==> config.mk <==
export PLATFORM = sky130hd
export DESIGN_NAME = text_pixel_gen
export DESIGN_NICKNAME = d
export VERILOG_FILES = /design/src/rtl/text_pixel_gen.sv
export SDC_FILE = /design/constraint.sdc
export NUM_CORES = 1
export LEC_CHECK = 0
export ABC_CLOCK_PERIOD_IN_PS = 6800
export BUFFER_PORTS_ARGS = -buffer_cell sky130_fd_sc_hd__buf_2
export CAP_MARGIN = 20
export CORE_ASPECT_RATIO = 0.6
export CORE_UTILIZATION = 55
export DETAILED_ROUTE_END_ITERATION = 10
export PLACE_DENSITY_LB_ADDON = 0.12
export SLEW_MARGIN = 20
export SYNTH_ARGS = -nofsm -noshare
export SYNTH_HDL_FRONTEND = slang
export SYNTH_SLANG_ARGS = --single-unit
==> constraint.sdc <==
create_clock -name clk_i -period 6.8 [get_ports clk_i]
set_input_delay 0.68 -clock clk_i [delete_from_list [all_inputs] [get_ports clk_i]]
set_output_delay 0.68 -clock clk_i [all_outputs]
set_load 0.05 [all_outputs]
==> src/rtl/text_pixel_gen.sv <==
// Text-mode pixel generator: {attr,char} fetch from text RAM, glyph fetch from font ROM,
// per-pixel colour attribute with blink and underline cursor, 5-clock aligned syncs.
module text_pixel_gen #(
  parameter int COLS       = 100,
  parameter int ROWS       = 30,
  parameter int BLINK_EN   = 1,
  parameter int BLINK_LOG2 = 4
) (
  input  logic        clk_i,
  input  logic        rst_i,
  input  logic [9:0]  x_i,
  input  logic [9:0]  y_i,
  input  logic        de_i,
  input  logic        hs_i,
  input  logic        vs_i,
  input  logic [6:0]  cur_col_i,
  input  logic [4:0]  cur_row_i,
  input  logic        cur_en_i,
  output logic [11:0] vram_addr_o,
  input  logic [15:0] vram_data_i,
  output logic [11:0] font_addr_o,
  input  logic [7:0]  font_data_i,
  output logic [7:0]  color_o,
  output logic        on_o,
  output logic        de_o,
  output logic        hs_o,
  output logic        vs_o
);

  localparam int          FW    = BLINK_LOG2 + 1;
  localparam logic [10:0] X_LIM = 11'(COLS * 8);
  localparam logic [10:0] Y_LIM = 11'(ROWS * 16);

  function automatic logic glyph_bit(input logic [7:0] g, input logic [2:0] xs);
    return g[3'd7 - xs];
  endfunction

  // Blinking cells give up attr[7] as background intensity.
  function automatic logic [7:0] attr_color(input logic [7:0] a, input logic blink);
    return blink ? {1'b0, a[6:0]} : a;
  endfunction

  logic [6:0]    col_c;
  logic [5:0]    row_c;
  logic [11:0]   addr_c;
  logic          area_c;
  logic          cur_c;

  logic          vs_q;
  logic [FW-1:0] fcnt;

  logic [2:0]    xsub_p1, xsub_p2, xsub_p3, xsub_p4;
  logic [3:0]    yrow_p1, yrow_p2, yrow_p3, yrow_p4;
  logic          vld_p1, vld_p2, vld_p3, vld_p4;
  logic          hs_p1, hs_p2, hs_p3, hs_p4;
  logic          vs_p1, vs_p2, vs_p3, vs_p4;
  logic          area_p1, area_p2, area_p3, area_p4;
  logic          cur_p1, cur_p2, cur_p3, cur_p4;
  logic [7:0]    attr_p3, attr_p4;

  logic          px;
  logic          blink;
  logic          bphase;
  logic          cphase;
  logic          cur_on;
  logic [7:0]    color_n;
  logic          on_n;

  assign col_c  = x_i[9:3];
  assign row_c  = y_i[9:4];
  assign addr_c = 12'(row_c) * 12'(COLS) + 12'(col_c);
  assign area_c = ({1'b0, x_i} < X_LIM) && ({1'b0, y_i} < Y_LIM);
  assign cur_c  = cur_en_i && (col_c == cur_col_i) && (row_c == {1'b0, cur_row_i});

  // Frame counter advances on each vsync rising edge.
  always_ff @(posedge clk_i or posedge rst_i) begin
    if (rst_i) begin
      vs_q <= 1'b0;
      fcnt <= '0;
    end else begin
      vs_q <= vs_i;
      if (vs_i && !vs_q)
        fcnt <= fcnt + 1'b1;
    end
  end

  always_ff @(posedge clk_i or posedge rst_i) begin
    if (rst_i) begin
      vram_addr_o <= '0;
      font_addr_o <= '0;
      xsub_p1 <= '0; yrow_p1 <= '0; vld_p1 <= 1'b0; hs_p1 <= 1'b0;
      vs_p1 <= 1'b0; area_p1 <= 1'b0; cur_p1 <= 1'b0;
      xsub_p2 <= '0; yrow_p2 <= '0; vld_p2 <= 1'b0; hs_p2 <= 1'b0;
      vs_p2 <= 1'b0; area_p2 <= 1'b0; cur_p2 <= 1'b0;
      xsub_p3 <= '0; yrow_p3 <= '0; vld_p3 <= 1'b0; hs_p3 <= 1'b0;
      vs_p3 <= 1'b0; area_p3 <= 1'b0; cur_p3 <= 1'b0; attr_p3 <= '0;
      xsub_p4 <= '0; yrow_p4 <= '0; vld_p4 <= 1'b0; hs_p4 <= 1'b0;
      vs_p4 <= 1'b0; area_p4 <= 1'b0; cur_p4 <= 1'b0; attr_p4 <= '0;
      color_o <= '0;
      on_o    <= 1'b0;
      de_o    <= 1'b0;
      hs_o    <= 1'b0;
      vs_o    <= 1'b0;
    end else begin
      // E1: text RAM address and coordinate capture
      vram_addr_o <= addr_c;
      xsub_p1 <= x_i[2:0]; yrow_p1 <= y_i[3:0]; vld_p1 <= de_i; hs_p1 <= hs_i;
      vs_p1 <= vs_i; area_p1 <= area_c; cur_p1 <= cur_c;
      // E2: RAM read in flight
      xsub_p2 <= xsub_p1; yrow_p2 <= yrow_p1; vld_p2 <= vld_p1; hs_p2 <= hs_p1;
      vs_p2 <= vs_p1; area_p2 <= area_p1; cur_p2 <= cur_p1;
      // E3: font address from the fetched character, attribute latched
      font_addr_o <= {vram_data_i[7:0], yrow_p2};
      attr_p3 <= vram_data_i[15:8];
      xsub_p3 <= xsub_p2; yrow_p3 <= yrow_p2; vld_p3 <= vld_p2; hs_p3 <= hs_p2;
      vs_p3 <= vs_p2; area_p3 <= area_p2; cur_p3 <= cur_p2;
      // E4: ROM read in flight
      attr_p4 <= attr_p3;
      xsub_p4 <= xsub_p3; yrow_p4 <= yrow_p3; vld_p4 <= vld_p3; hs_p4 <= hs_p3;
      vs_p4 <= vs_p3; area_p4 <= area_p3; cur_p4 <= cur_p3;
      // E5: output register
      color_o <= color_n;
      on_o    <= on_n;
      de_o    <= vld_p4;
      hs_o    <= hs_p4;
      vs_o    <= vs_p4;
    end
  end

  always_comb begin
    bphase  = fcnt[BLINK_LOG2];
    cphase  = fcnt[BLINK_LOG2-1];
    px      = glyph_bit(font_data_i, xsub_p4);
    blink   = (BLINK_EN != 0) && attr_p4[7];
    cur_on  = cur_p4 && (yrow_p4[3:1] == 3'b111) && cphase;
    color_n = attr_color(attr_p4, blink);
    on_n    = (blink ? (px & ~bphase) : px) | cur_on;
    if (!(vld_p4 && area_p4)) begin
      color_n = '0;
      on_n    = 1'b0;
    end
  end

endmodule
* Word level (Yosys, flattened, before mapping)
Cells that the tools add are included.
** Storage, ports and cells
- Register bits :: 105
- Bits of input ports :: 62
- Logic and storage cells :: 64
** Cells by class
- Add/subtract/negate cells :: 3
- Multiply operators :: 1
- $lt $le $gt $ge :: 3
- Eq/ne operators :: 3
- Mux-type cells :: 5
- Bitwise operators :: 3
- Reduce and logical (&&, ||, !) cells :: 8
** Operators by type and width (number)
- 12-bit by 7-bit adder with 12-bit output :: 1
- 10-bit < comparator, second input constant :: 1
- 10-bit by 9-bit < comparator with 1-bit output, second input constant :: 1
- 6-bit by 5-bit multiplier with 10-bit output, second input constant :: 1
- 7-bit == test :: 1
- 1-bit logical AND :: 7
- 7-bit two-way mux :: 1
- 6-bit by 5-bit == test with 1-bit output :: 1
- 5-bit by 1-bit adder with 5-bit output, second input constant :: 1
- 3-bit by 4-bit < comparator with 1-bit output, second input constant :: 1
- 1-bit binary-select mux with 3-bit select :: 1
- 3-bit == test, second input constant :: 1
- 1-bit two-way mux :: 3
- 3-bit subtractor, first input constant :: 1
- 1-bit bitwise AND :: 1
- 1-bit logical NOT :: 1
- 1-bit inverter :: 1
- 1-bit bitwise OR :: 1

* Logic depth before layout (Yosys ltp)
- Word-level depth :: 7
- Depth in mapped cells :: 10
- Depth with buffers taken out :: 10

* Worst setup path after synthesis
OpenSTA, ideal clock, no wires.
- Kind :: input -> register
- Start point :: input y_i[5]
- End point :: register vram_addr_o[11]
- Setup time :: 0.080 ns
- Arrival time :: 2.773 ns
- Setup slack :: 3.947 ns
- Stages :: 10
- Buffers on the path :: 0
- Cells stage by stage :: ha_1 ha_1 ha_1 inv_1 fa_1 xor2_1 nor3_1 o31ai_1 nor3_1 xnor2_1
** On the way
- Longest elaborated chain between the ends :: 2
** RTL lines
- from (decl) :: RTL line 12 : input logic [9:0] y_i,
- 6-bit by 5-bit multiplier with 10-bit output :: RTL line 71 : assign addr_c = 12'(row_c) * 12'(COLS) + 12'(col_c);
- 12-bit by 7-bit adder with 12-bit output :: RTL line 71
- via addr_c[11] :: RTL line 45 : logic [11:0] addr_c;
- to (signal assigned) :: RTL line 106 : vram_addr_o <= addr_c;
- to (decl) :: RTL line 19 : output logic [11:0] vram_addr_o,
The timed path passes the listed nets, and every way through them passes these cells.
A chain may end at the register's enable or synchronous reset.

* Worst setup path in the final report
Ends and elaborated chain as after synthesis.

==> impl.org <==
** Outcome
- The flow ran to the end, and the final reports show no timing, DRC or antenna violations.

** Place
- Input/output buffers :: between 90 and 100
- At the placement stage, the worst setup path has a slack of around 3.6 ns.
- DPL Wire Length :: roughly 4500 um
- Number of placed instances, taps included :: around 410
- Routability-driven placement finished with a final weighted congestion of roughly 0.83.

** Synthesis
- Number of synthesized flops with an enable pin :: 0
- Synth Warn # :: 0
- Most common flop cell mapped by yosys :: sky130_fd_sc_hd__dfrtp_1
- Post-synthesis average cell area :: 15.52 um2
- The number of nets in the synthesized netlist is around 320.
- Flip-flop and latch count after synthesis :: 99
- In the synthesized netlist the async set-or-reset flop fraction comes to 1.000.
- Post-synth cell types :: 30
- Sequential element share of the synthesized area :: 0.6999
- The synthesized netlist occupies a cell area of 3540 um2.
- Gate count of the mapped netlist :: between 200 and 250

** Timing
- Setup violations remaining at the end of the flow were counted as 0.
- Fmax :: 352.7 MHz
- Number of slew-limit violations in the final report :: 0
- For the pin with the worst max-slew slack, the measured transition is between 0.7 and 0.8 ns.
- Total Neg Setup Slack :: 0 ns
- Headroom to the max-slew limit came out at 0.4959.
- Setup repair after global routing left no endpoint under its margin.
- Portion of the clock cycle consumed by the worst path in the final layout :: 0.4169
- The clock arrives with between 0.007 and 0.008 ns of skew.
- The count of endpoints failing hold in the final timing report is 0.
- Tmin final :: approximately 2.8 ns
- After layout, the worst setup slack is about 4.0 ns.

** Critical path
- Worst setup EP type :: register
- Of all nets on the critical path, the largest fanout is 6.
- Arrival time of data at the critical path endpoint :: 3.10 ns
- Type of the worst setup path :: primary input to register
- STA classifies the critical path startpoint as a primary input.
- Required arrival time at the worst endpoint :: 7.07 ns
- The setup check on the worst reg-to-reg path leaves a slack of 5.27 ns.

** Min path
- The min-delay analysis places its worst path in the category primary input to asynchronous set/reset pin.

** Drt
- The pre-antenna-repair detailed-routing pass consisted of 4 iterations.
- The detail route stage leaves a number of antenna-violating nets equal to 0.
- For this block, the via count after detailed routing is between 2,000 and 2,500.
- For this block, the initial DRC count from the detailed router was approximately 60.
- Vias per Instance :: around 4.8
- In the routed design, unresolved DRC markers number 0.
- Wires add up to 5749 um.
- Per-cell routed wire length :: roughly 14 um

** Clock tree
- Hold-fix buffers at CTS :: 0
- The later pin in the worst-skew pair is clocked with a latency of between 0.3 and 0.4 ns.
- Clk sinks :: 99
- Counting the buffers created by CTS gives 9.
- CTS resizes :: 0
- Root Driver :: sky130_fd_sc_hd__clkbuf_8
- Post-CTS timing repair inserted 0 buffers for setup.
- Total number of H-tree levels :: 3
- The clock passes through at most 2 buffers.
- Clock tree from TritonCTS :: yes
- Clock-pin slew on the worst setup and hold paths :: about 0.080 ns

** Floorplanning
- # IOs :: between 90 and 100
- DIE WIDTH :: roughly 110 um
- Measured along the y axis, the die boundary spans 64.14 um.
- For this configuration, the core starts out at a cell density of 0.5741.
- The floorplan has 22 rows.
- The region available for standard cell placement spans about 6200 um2.
- Floorplan die area :: about 6800 um2

** Power
- For this design the ratio of total power to cell area is ~310 nW/um2.
- Peak supply drop :: a little under 200 uV
- Static leakage power :: roughly 2.2 nW
- Total power consumption of the routed design :: roughly 1.4 mW

** Cells and area
- Layout cells sized above 1 :: 0.3353
- The repair_antennas step left the layout with diodes totalling 0.
- Nets :: approximately 430
- Final cell count without fillers :: between 400 and 500
- The filler cells instantiated in the layout total 434.
- Layout area overhead :: 22.73%

** Job
- Max cap viols :: 0

** Global route
- Number of global-route vias before repair :: 2,096
- The first global-routing pass estimated 9639 um of wire.
- For this run the aggregate overflow at the end of global routing stands at 0.
- Maximum number of pins on one net before global-route repair :: 66
- The initial antenna violation count was 0.
- For this run, the total global-route usage over all layers was measured as 0.1963.
-- flip-flops by register name (all words and copies together) (netlist names), 3 cells and up --
name and flops:
attr_p3 8, xsub_p3 3, font_addr_o 9, yrow_p1 4, xsub_p1 3, xsub_p4 3, attr_p4 8, vram_addr_o 12
yrow_p3 3, xsub_p2 3, color_o 7, yrow_p2 4, yrow_p4 3, fcnt 5
-- stage by stage --
| stage | hold slack [ns] | area, um2 | util |
|---|---|---|---|
| final | 0.3274 | 4344 | 0.7045 |
| after floorplan | 0.3312 | 3540 | - |
| after global routing | 0.3387 | 4344 | 0.7045 |
| after detailed placement | 0.3347 | 4128 | 0.6694 |
| after CTS | 0.3146 | 4344 | 0.7045 |
| after global placement | 0.3316 | 4128 | 0.6694 |
-- cells in the final DEF, fill, tap and decap left out, types with 5 or more instances in the layout --
cell and count:
sky130_fd_sc_hd__dfrtp_1 99, sky130_fd_sc_hd__buf_2 96, sky130_fd_sc_hd__ha_1 27, sky130_fd_sc_hd__xnor2_1 21, sky130_fd_sc_hd__inv_1 11, sky130_fd_sc_hd__xor2_1 9, sky130_fd_sc_hd__clkbuf_8 9, sky130_fd_sc_hd__nor2_1 8
sky130_fd_sc_hd__and3_1 7, sky130_fd_sc_hd__a21oi_1 5
-- critical path, cell delays in order --
cell and delay (ns):
sky130_fd_sc_hd__buf_2 0.14, sky130_fd_sc_hd__ha_1 0.30, sky130_fd_sc_hd__ha_1 0.29, sky130_fd_sc_hd__ha_1 0.31, sky130_fd_sc_hd__inv_1 0.06, sky130_fd_sc_hd__fa_1 0.45
sky130_fd_sc_hd__xor2_1 0.21, sky130_fd_sc_hd__nor3_1 0.20, sky130_fd_sc_hd__o31ai_1 0.13, sky130_fd_sc_hd__nor3_1 0.19, sky130_fd_sc_hd__xnor2_1 0.14
-- area by class of cell --
cell class / count / area [um2] / area share
clock buffers: 11 / 131.4 / 0.03024
clock inverters: 5 / 85.08 / 0.01959
inverters: 12 / 47.55 / 0.01094
multi-input cells: 116 / 1010 / 0.2324
flip-flops and latches: 99 / 2477 / 0.5703
well taps: 84 / 105.1 / 0.02419
repair buffers: 97 / 488.0 / 0.1123
-- cell usage after synthesis (all sizes together) (2+ instances only) --
master	instances	area share
a211oi	2	0.0042
a21oi	5	0.0071
and3	8	0.014
dfrtp	99	0.70
fa	2	0.011
ha	27	0.095
inv	12	0.013
mux4	2	0.015
nand2	4	0.0042
nand2b	2	0.0035
nand3	2	0.0028
nand4	4	0.0071
nor2	8	0.0085
nor2b	3	0.0053
nor3	3	0.0042
o21ai	4	0.0057
xnor2	21	0.052
xor2	9	0.022
-- metal layers --
metal	vias up	part of all wire	GRT usage
li1	977	-	-
met1	979	0.47	0.2653
met2	77	0.45	0.2977
met3	2	0.074	0.08061
met4	0	0.0045	0.05382
met5	-	0	0
-- power by group --
group	total (mW)	switching [mW]	leakage (nW)	internal (mW)
Sequential	0.674	0.0266	1.18	0.648
Clock	0.390	0.181	0.104	0.209
Combinational	0.303	0.203	0.909	0.100
Total	1.37	0.411	2.20	0.957
-- worst paths after layout --
check / from / end / depth (start not counted)
max: y_i[5] / vram_addr_o[11]$_DFF_PP0_ / 11
min: rst_i / font_addr_o[10]$_DFF_PP0_ / 2
max reg2reg: xsub_p4[0]$_DFF_PP0_ / on_o$_DFF_PP0_ / 5
min reg2reg: area_p2$_DFF_PP0_ / area_p3$_DFF_PP0_ / 0
max in group asynchronous: rst_i / color_o[6]$_DFF_PP0_ / 3
min in group clk_i: area_p2$_DFF_PP0_ / area_p3$_DFF_PP0_ / 0
-- kinds of logic (layout without fill, tap and decap cells) --
family / Yosys count / after routing / synth area share
buffers and inverters: 13 / 125 / 0.01485
other: 1 / 1 / 0.001059
xor gates and xnor gates: 30 / 30 / 0.07423
adders and majority gates: 29 / 29 / 0.1068
and+or+nand+nor: 36 / 36 / 0.05408
muxes: 4 / 4 / 0.02086
AOI/OAI and AO/OA: 16 / 16 / 0.02828
DFF: 99 / 99 / 0.6999
Power figures use the tool's default switching activity.
